[src/rtl/deadlock_timeout_ctrl.sv]
// deadlock_timeout_ctrl
// Filters transient AXI-Stream stalls reported by the deadlock monitor. When
// `block` stays high for TIMEOUT consecutive cycles, it captures and decodes the
// stalled channels. It then offers one report to the logger over valid/ready and
// keeps a sticky `deadlock` flag until reset.
//
// Ports:
//   clock            in   rising-edge clock
//   reset            in   synchronous, active-high reset
//   block            in   monitor block indication
//   axis_block_info  in   per-channel block info (2 bits per channel)
//   done_in          in   design finished; suppresses detection
//   report_valid     out  deadlock report available
//   report_ready     in   logger accepts the report
//   report_info      out  axis_block_info captured at detection
//   report_chan      out  bit i set iff captured field i is nonzero
//   stall_cnt        out  consecutive blocked-cycle count (saturating)
//   deadlock         out  sticky deadlock flag
module deadlock_timeout_ctrl #(
  parameter int unsigned NUM_AXIS = 2,
  parameter int unsigned INFO_W   = 2 * NUM_AXIS,
  parameter int unsigned TIMEOUT  = 1024,
  parameter int unsigned CNT_W    = 16
) (
  input  logic                clock,
  input  logic                reset,
  input  logic                block,
  input  logic [INFO_W-1:0]   axis_block_info,
  input  logic                done_in,
  output logic                report_valid,
  input  logic                report_ready,
  output logic [INFO_W-1:0]   report_info,
  output logic [NUM_AXIS-1:0] report_chan,
  output logic [CNT_W-1:0]    stall_cnt,
  output logic                deadlock
);

  localparam logic [CNT_W-1:0] THRESH_M1 = CNT_W'(TIMEOUT - 1);
  localparam logic [CNT_W-1:0] THRESH    = CNT_W'(TIMEOUT);

  typedef enum logic [1:0] {
    IDLE     = 2'd0,
    SUSPECT  = 2'd1,
    REPORT   = 2'd2,
    DEADLOCK = 2'd3
  } state_t;

  state_t              state_q;
  logic                report_valid_q;
  logic [INFO_W-1:0]   report_info_q;
  logic [NUM_AXIS-1:0] report_chan_q;
  logic [CNT_W-1:0]    stall_cnt_q;
  logic                deadlock_q;

  logic [CNT_W-1:0]    cnt_sat_d;
  logic [NUM_AXIS-1:0] chan_d;

  // Saturating increment; never wraps past all-ones.
  always_comb begin
    cnt_sat_d = stall_cnt_q;
    if (stall_cnt_q != {CNT_W{1'b1}}) begin
      cnt_sat_d = stall_cnt_q + CNT_W'(1);
    end
  end

  // Per-channel decode of the live info, taken only at the capture edge.
  always_comb begin
    chan_d = '0;
    for (int i = 0; i < int'(NUM_AXIS); i++) begin
      chan_d[i] = |axis_block_info[2*i +: 2];
    end
  end

  // Detection FSM with registered outputs.
  always_ff @(posedge clock) begin
    if (reset) begin
      state_q        <= IDLE;
      report_valid_q <= 1'b0;
      report_info_q  <= '0;
      report_chan_q  <= '0;
      stall_cnt_q    <= '0;
      deadlock_q     <= 1'b0;
    end else begin
      case (state_q)
        IDLE: begin
          if (block && !done_in) begin
            state_q     <= SUSPECT;
            stall_cnt_q <= CNT_W'(1);
          end
        end
        SUSPECT: begin
          // done_in outranks block so a finished design never reports.
          if (done_in || !block) begin
            state_q     <= IDLE;
            stall_cnt_q <= '0;
          end else if (stall_cnt_q == THRESH_M1) begin
            state_q        <= REPORT;
            stall_cnt_q    <= THRESH;
            report_valid_q <= 1'b1;
            report_info_q  <= axis_block_info;
            report_chan_q  <= chan_d;
          end else begin
            stall_cnt_q <= cnt_sat_d;
          end
        end
        REPORT: begin
          // Report is never withdrawn; only the handshake moves us on.
          if (block) begin
            stall_cnt_q <= cnt_sat_d;
          end
          if (report_ready) begin
            state_q        <= DEADLOCK;
            report_valid_q <= 1'b0;
            deadlock_q     <= 1'b1;
          end
        end
        DEADLOCK: begin
          if (block) begin
            stall_cnt_q <= cnt_sat_d;
          end
        end
        default: begin
          state_q <= IDLE;
        end
      endcase
    end
  end

  assign report_valid = report_valid_q;
  assign report_info  = report_info_q;
  assign report_chan  = report_chan_q;
  assign stall_cnt    = stall_cnt_q;
  assign deadlock     = deadlock_q;

endmodule

[config.mk]
export PLATFORM = sky130hd
export DESIGN_NAME = deadlock_timeout_ctrl
export DESIGN_NICKNAME = d
export VERILOG_FILES = /design/src/rtl/deadlock_timeout_ctrl.sv
export SDC_FILE = /design/constraint.sdc
export NUM_CORES = 1
export LEC_CHECK = 0
export CAP_MARGIN = 25
export CORE_UTILIZATION = 60
export DETAILED_ROUTE_END_ITERATION = 8
export DONT_BUFFER_PORTS = 1
export PLACE_DENSITY = 0.87
export SLEW_MARGIN = 25
export SYNTH_ARGS = -nofsm -noshare
export SYNTH_HDL_FRONTEND = slang
export SYNTH_SLANG_ARGS = --single-unit
[constraint.sdc]
create_clock -name clock -period 2.7 [get_ports clock]
set_input_delay 0.675 -clock clock [delete_from_list [all_inputs] [get_ports clock]]
set_output_delay 0.675 -clock clock [all_outputs]
set_load 0.005 [all_outputs]
==> After elaboration in Yosys (flattened, before gate mapping) <==
Index checks and enable logic that the tools add are counted.
{ "word_totals": {"reg_bits": 26, "in_bits": 9, "out_inout_bits": 24, "word_cells": 49} }
{ "op_classes": {"n_addsub": 1, "n_eq_ne": 11, "muxes": 15, "bitwise_logic": 1, "reduce_logical": 15} }
{ "op_table": {"columns": ["op", "count"], "rows": [
  ["$mux W16", 5],
  ["$pmux W16 S3", 1],
  ["$add A16 B1 Y16 const B", 1],
  ["$eq A16 B10 Y1 const B", 1],
  ["$ne A16 B16 Y1 const B", 1],
  ["$mux W2", 4],
  ["$ne A2 B2 Y1 const B", 4],
  ["$reduce_and A4 Y1", 2],
  ["$pmux W2 S3", 1],
  ["$reduce_or A2 Y1", 3],
  ["$eq A2 B2 Y1 const B", 2],
  ["$reduce_and A2 Y1", 2],
  ["$mux W1", 3],
  ["$ne A3 B3 Y1 const B", 1],
  ["$reduce_and A3 Y1", 1],
  ["$reduce_bool A3 Y1", 1],
  ["$eq A2 B1 Y1 const B", 1],
  ["$logic_not A1 Y1", 2],
  ["$logic_not A2 Y1", 1],
  ["$ne A2 B1 Y1 const B", 1],
  ["$pmux W1 S2", 1],
  ["$reduce_bool A2 Y1", 1],
  ["$logic_and A1 B1 Y1", 1],
  ["$logic_or A1 B1 Y1", 1],
  ["$not A1 Y1", 1]
]} }

==> Longest topological paths before layout <==
Gate-level depths: netlist (run 1).
{ "logic_depth": {"ltp_word": 5, "mapped_depth": 9, "mapped_depth_nobuf": 7} }

==> Worst setup path before layout (run 1) <==
No wires, ideal clock.
{ "synth_timing": {"kind": "input -> register", "startpoint": "input port reset", "endpoint": "register stall_cnt_q[3], in the netlist stall_cnt[3]", "setup_time_ps": 74, "t_arrival_ps": 1921, "required_time_ps": 2626, "setup_slack_ps": 705, "cell_stages": 5, "n_path_buf": 1, "cell_sequence": "clkbuf_1 -> or4b_2 -> o21ai_2 -> o21ai_0 -> a31oi_1"} }
{ "synth_lines": {"columns": ["item", "line", "text"], "rows": [
  ["start: declaration", "26", "input logic reset,"],
  ["end signal: assignment", "103", "stall_cnt_q <= cnt_sat_d;"],
  ["end signal: assignment", "109", "stall_cnt_q <= cnt_sat_d;"],
  ["end signal: assignment", "119", "stall_cnt_q <= cnt_sat_d;"],
  ["end: declaration", "52", "logic [CNT_W-1:0] stall_cnt_q;"]
]} }

==> Worst setup path after layout (run 1) <==
{ "layout_timing": {"startpoint": "register stall_cnt_q[0], in the netlist stall_cnt[0]", "endpoint": "register report_info_q[0], in the netlist report_info[0]"} }
{ "layout_between": {"elab_chain_len": 2} }
{ "layout_rtl": {"columns": ["item", "line", "text"], "rows": [
  ["$eq A16 B10 Y1", "96", "end else if (stall_cnt_q == THRESH_M1) begin"],
  ["$reduce_and A3 Y1 (no source line)", null, null],
  ["end signal: assignment", "100", "report_info_q <= axis_block_info;"],
  ["end: declaration", "50", "logic [INFO_W-1:0] report_info_q;"]
]} }
Every way passes these cells.
A chain may end at the register's enable or synchronous reset.

==> results by group, run 1 <==
Logic synthesis
  – Mux contribution to synthesized area: 3.28%
  – Synth Warn #: 0
  – Post-Syn Instances: 191
  – Net Count, Synth: 207
  – Distinct cells, synth: 48
  – Syn_area_per_cell: 8.19 sq um
  – Xor and xnor area share after synthesis: 2.24%
  – Compound-gate portion of the synthesized area: 22.0%
  – Adder-Cell Fraction of Synth Area: 5.60%
  – Top FF cell, synth: dfxtp_1
  – Post-synth EDFFs: 0
  – Sequential area share after synthesis: 33.3%
  – Synthesized area: 1560 sq um
  – Synthesized flop and latch total: 26
  – Largest family of logic cells by synthesized area: simple AND/OR/NAND/NOR gates
  – Post-synth ARST share: 0%
  – Simple-gate share of the synthesized area: 28.8%

Clocking
  – CTS tree: built
  – Worst-Skew Late Latency: 320 ps
  – Setup bufs post-CTS: 0
  – Root Driver: clkbuf_4
  – Clock-pin slew on the worst setup and hold paths: 140 ps
  – Post-cts hold buffer count: 0
  – Maximum level of the CTS H-tree: 1
  – Clock sink count: 26
  – PostCTS Resize Cnt: 0
  – Total CTS buffers: 3
  – Max clock buf depth: 2

STA
  – Relative slew slack: 65.5%
  – Tmin final: 2380 ps
  – Setup Total Neg Slack: 0 ps
  – Final-report hold violation count: 0
  – Slew @ Worst Pin: 513 ps
  – Setup Skew: 4.63 ps
  – Final setup vio count: 0
  – Hold slack: 394 ps
  – Final period util: 88.3%
  – Fin. max-slew vios: 0
  – RSZ-0062 raised after global routing: no
  – F_max: 420 MHz

Finish
  – # fillers: 227
  – Area grow syn2layout: 3.04%
  – Final Core Density: 65.1%
  – Area of the multi-input gates: 968 sq um
  – # diodes: 0
  – FF+latch area: 520 sq um
  – Final Cell Area: 1610 sq um
  – Nets: 206
  – Fraction of layout cells with a size suffix above 1: 12.2%

Placement
  – Port bufs: 0
  – Global placement routability congestion: 0.932
  – Placed cell area: 1580 sq um
  – HPWL Detailed: 2.62 mm

Detailed routing
  – Total Wirelength: 3.66 mm
  – DR vias: 1455
  – DR WL/cell: 16.7 um
  – DRC Markers: 0
  – Detailed Routing Iterations Pass 1: 4
  – DRT antenna net count: 0
  – Vias per inst: 6.64
  – 1st-iter DRT viols: 48

Min path
  – Worst min-delay path class: in2reg
  – Hold depth: 1

Global route
  – Largest net degree at the start of global routing: 20
  – GRT overflow: 0
  – First-pass GRT wire length: 6.07 mm
  – Vias in the first global route: 1407
  – GRT Total Usage: 28.7%
  – Initial antenna violation count: 0

Power
  – Leak: 0.000507 uW
  – Pwr dens: 431 nW/um^2
  – Worst VDD drop: 325 uV

Floorplan
  – CORE AREA: 2480 sq um
  – Rows: 18
  – Die X-Extent: 53.1 um
  – Starting density of the core: 63.1%
  – # IOs: 33
  – DIE AREA: 2810 sq um
  – Die height: 53.1 um

Run
  – Max-cap viol count: 0

Status
  – Status: finished, final reports clean

Critical path
  – Worst R2R Path Depth: 6
  – Critical path data arrival time: 2620 ps
  – Type of the worst setup path: reg2reg
  – CP endpoint kind: flip-flop
  – Critical path fanouts, max: 10
  – CP startpoint kind: flip-flop
  – Worst EP required: 2930 ps
stage by stage:
stage                     total power [uW]  worst slack [ps]  std cells
final                                  695               317        219
after global routing                   725              84.8        219
after CTS                              699               317        219
after detailed placement               503               353        215
after global placement                 499               453        215
after floorplan                        484               705        191
routing by layer:
layer	track usage (%)	part of all wire (%)
met4	14.5	1.8
met5	0	0
met2	47.9	50
met3	6.03	6.9
met1	34.3	41
layout make-up:
| class | count | share of cell area [%] |
|---|---|---|
| Clock buffer | 4 | 2.25 |
| Tap cell | 30 | 2.33 |
| Multi-Input combinational cell | 148 | 60.1 |
| Sequential cell | 26 | 32.3 |
| Inverter | 9 | 2.10 |
| Timing Repair Buffer | 2 | 0.932 |
flip-flops by register name, indices dropped and copies added (netlist names):
register	flops
deadlock	1
report_chan	2
report_info	4
state_q	2
report_valid	1
stall_cnt	16
layout by cell type (no fill, tap or decap), types with 3 or more instances in the layout:
cell,instances
o21ai_2,3
ha_1,7
nor2_1,19
nand3_1,10
xnor2_1,4
inv_1,9
a31oi_1,6
o211ai_1,3
dfxtp_1,26
mux2i_1,4
nand4_1,4
o21ai_0,11
a21oi_1,14
clkbuf_4,3
nor4_1,5
nor3_1,8
nand2_1,13
power breakdown:
group          leakage, uW  internal (uW)  total, uW  switching (uW)
clock network    0.0000210           82.4        198             116
logic             0.000276           34.6       94.7            60.0
registers         0.000210            391        402            11.2
total             0.000507            508        695             187
worst paths after layout:
check / startpoint / end / slack, ps
worst min-delay path: reset / report_chan[1] / 390
worst max-delay path: stall_cnt[0] / report_info[0] / 320
worst min register to register: deadlock / deadlock / 530
worst max register to register: stall_cnt[0] / report_info[0] / 320
cell families after synthesis:
family,after synthesis
xor gates and xnor gates,4
adders and majority gates,7
buffers and inverters,17
and+or+nand+nor,80
AOI/OAI and AO/OA,52
muxes,5
DFF,26
worst max-delay path, stage by stage (launching register included):
cell	delay [ps]
dfxtp_1	460
ha_1	280
nand4_2	240
nor4_4	480
and2_1	510
mux2i_1	270
nor2_1	50
Yosys cell counts (3+ instances only):
| cell | count | area [sq um] |
|---|---|---|
| a21oi_1 | 14 | 70.1 |
| o21ai_0 | 11 | 55.1 |
| xnor2_1 | 4 | 35.0 |
| mux2i_1 | 4 | 40.0 |
| nor4_1 | 5 | 31.3 |
| nor2_1 | 19 | 71.3 |
| o211ai_1 | 3 | 22.5 |
| o21ai_2 | 3 | 26.3 |
| buf_2 | 3 | 15.0 |
| nand3_1 | 10 | 50.1 |
| nand2_1 | 13 | 48.8 |
| ha_1 | 7 | 87.6 |
| dfxtp_1 | 26 | 521 |
| nand4_1 | 4 | 25.0 |
| nor3_1 | 8 | 40.0 |
| inv_1 | 9 | 33.8 |
| clkbuf_1 | 4 | 15.0 |
| a31oi_1 | 6 | 37.5 |
Power figures use the tool's default switching activity.
==> inputs of run 2 (changes only) <==
- CORE_UTILIZATION: 60 -> 50
- PLACE_DENSITY: 0.87 -> default
==> run 2 against run 1 <==
The run now ends with DRC left. Hold slack got worse by 10 ps. First-iteration DRC count increased by 120%. Largest cell class unchanged. Register-to-register slack improved by 20 ps. Clock skew increased by 1.4 ps.
==> results by group, run 2 (same netlist as run 1, synthesis figures left out) <==
Status
  – Status: complete, but fails checks
  – Failing checks: DRC

Global route
  – Met3 Track Usage GR: 4.46%
  – GRT Total Usage: 23.3%
  – GRT overflow: 0
  – Initial antenna violation count: 0
  – Met1 usage: 29.4%
  – First-pass GRT wire length: 6.13 mm
  – Vias in the first global route: 1341
  – GR Util met2: 38.4%
  – Busiest grt layer: met2
  – Largest net degree at the start of global routing: 20

Clocking
  – Clock-pin slew on the worst setup and hold paths: 150 ps
  – Total CTS buffers: 3
  – Maximum level of the CTS H-tree: 1
  – PostCTS Resize Cnt: 0
  – Max clock buf depth: 2
  – Root Driver: clkbuf_4
  – Post-cts hold buffer count: 0
  – Setup bufs post-CTS: 0
  – Clock sink count: 26
  – CTS tree: built
  – Worst-Skew Late Latency: 330 ps

Finish
  – Nets: 206
  – Most common cell after layout, fill and taps aside: dfxtp_1
  – # fillers: 276
  – Most frequent cells in the layout: dfxtp_1 (26), nor2_1 (19), a21oi_1 (14)
  – # diodes: 0
  – FF+latch area: 520 sq um
  – Finished Layout Cells: 220
  – Number of flip-flops under the largest register name: 16
  – Area grow syn2layout: 4.16%
  – Area of the multi-input gates: 968 sq um
  – Fraction of layout cells with a size suffix above 1: 12.2%

Critical path
  – CP max stage cell: and2_1
  – Crit-path max cell delay: 510 ps
  – Crit path cell chain: ha_1 > nand4_2 > nor4_4 > and2_1 > mux2i_1 > nor2_1
  – Critical path data arrival time: 2600 ps
  – Buf/Inv on CP: 0
  – Type of the worst setup path: reg2reg
  – Worst EP required: 2940 ps
  – CP top delay family: simple AND/OR/NAND/NOR gates
  – Critical path fanouts, max: 10
  – CP endpoint kind: flip-flop
  – CP startpoint kind: flip-flop

Floorplan
  – Die height: 57.9 um
  – Starting density of the core: 54.8%
  – DIE AREA: 3360 sq um
  – CORE AREA: 2850 sq um
  – Rows: 19
  – Die X-Extent: 57.9 um
  – # IOs: 33

Placement
  – Global placement routability congestion: 0.826
  – Port bufs: 0
  – # placed instances: 216
  – Dpl ws: 345 ps
  – HPWL Detailed: 2.63 mm

Power
  – Leak: 0.000514 uW
  – Worst VDD drop: 296 uV
  – Pwr dens: 472 nW/um^2

Min path
  – Worst min-delay path class: in2reg

STA
  – Tmin final: 2360 ps
  – Final period util: 87.4%
  – Final-report hold violation count: 0
  – Fin. max-slew vios: 0
  – F_max: 424 MHz
  – Final setup vio count: 0
  – Setup Skew: 5.99 ps
  – Final setup margin: 340 ps
  – Relative slew slack: 64.3%
  – RSZ-0062 raised after global routing: no
  – Hold slack: 383 ps
  – Setup Total Neg Slack: 0 ps
  – Slew @ Worst Pin: 531 ps

Detailed routing
  – 1st-iter DRT viols: 104
  – DRC Markers: 2
  – Total Wirelength: 3.60 mm
  – DR WL/cell: 16.3 um
  – DRT antenna net count: 0
  – Vias per inst: 6.37
  – DR vias: 1402
  – Detailed Routing Iterations Pass 1: 6

Run
  – Max-cap viol count: 0
run 2: changes by cell type in the layout (fill, tap and decap cells not counted):
cell       change
bufinv_16      +1
clkbuf_8       -1
run 2: layout make-up:
class | instances | area share, %
sequential | 26 | 32.0
multi-input combinational | 148 | 59.4
timing repair buffer | 2 | 0.922
clock inverter | 1 | 1.84
tap | 31 | 2.38
clock buffer | 3 | 1.38
inverter | 9 | 2.07
run 2: path summary, 6_finish.rpt:
kind,from,to,slack [ps],depth (start not counted)
worst max register to register,stall_cnt[0],report_info[3],340,6
worst max-delay path,stall_cnt[0],report_info[3],340,6
worst min-delay path,reset,report_chan[0],380,1
worst min register to register,deadlock,deadlock,530,2
run 2: layer usage:
layer / share of wire (%) / vias to the layer above
li1: - / 704
met3: 7.4 / 8
met5: 0 / -
met1: 43 / 635
met4: 1.5 / 0
met2: 48 / 55
run 2: metrics by stage:
step                      util [%]  power, uW  instance area (sq um)
after floorplan                  -        484                   1560
after global placement        55.3        503                   1580
after detailed placement      55.3        505                   1580
after CTS                     57.1        778                   1630
after global routing          57.1        807                   1630
final                         57.1        770                   1630
run 2: power breakdown:
group | total (uW) | leakage (uW) | internal, uW | switching, uW
clock | 273 | 0.0000279 | 150 | 123
sequential | 401 | 0.000210 | 391 | 10.6
combinational | 95.3 | 0.000276 | 34.7 | 60.5
total | 770 | 0.000514 | 576 | 194
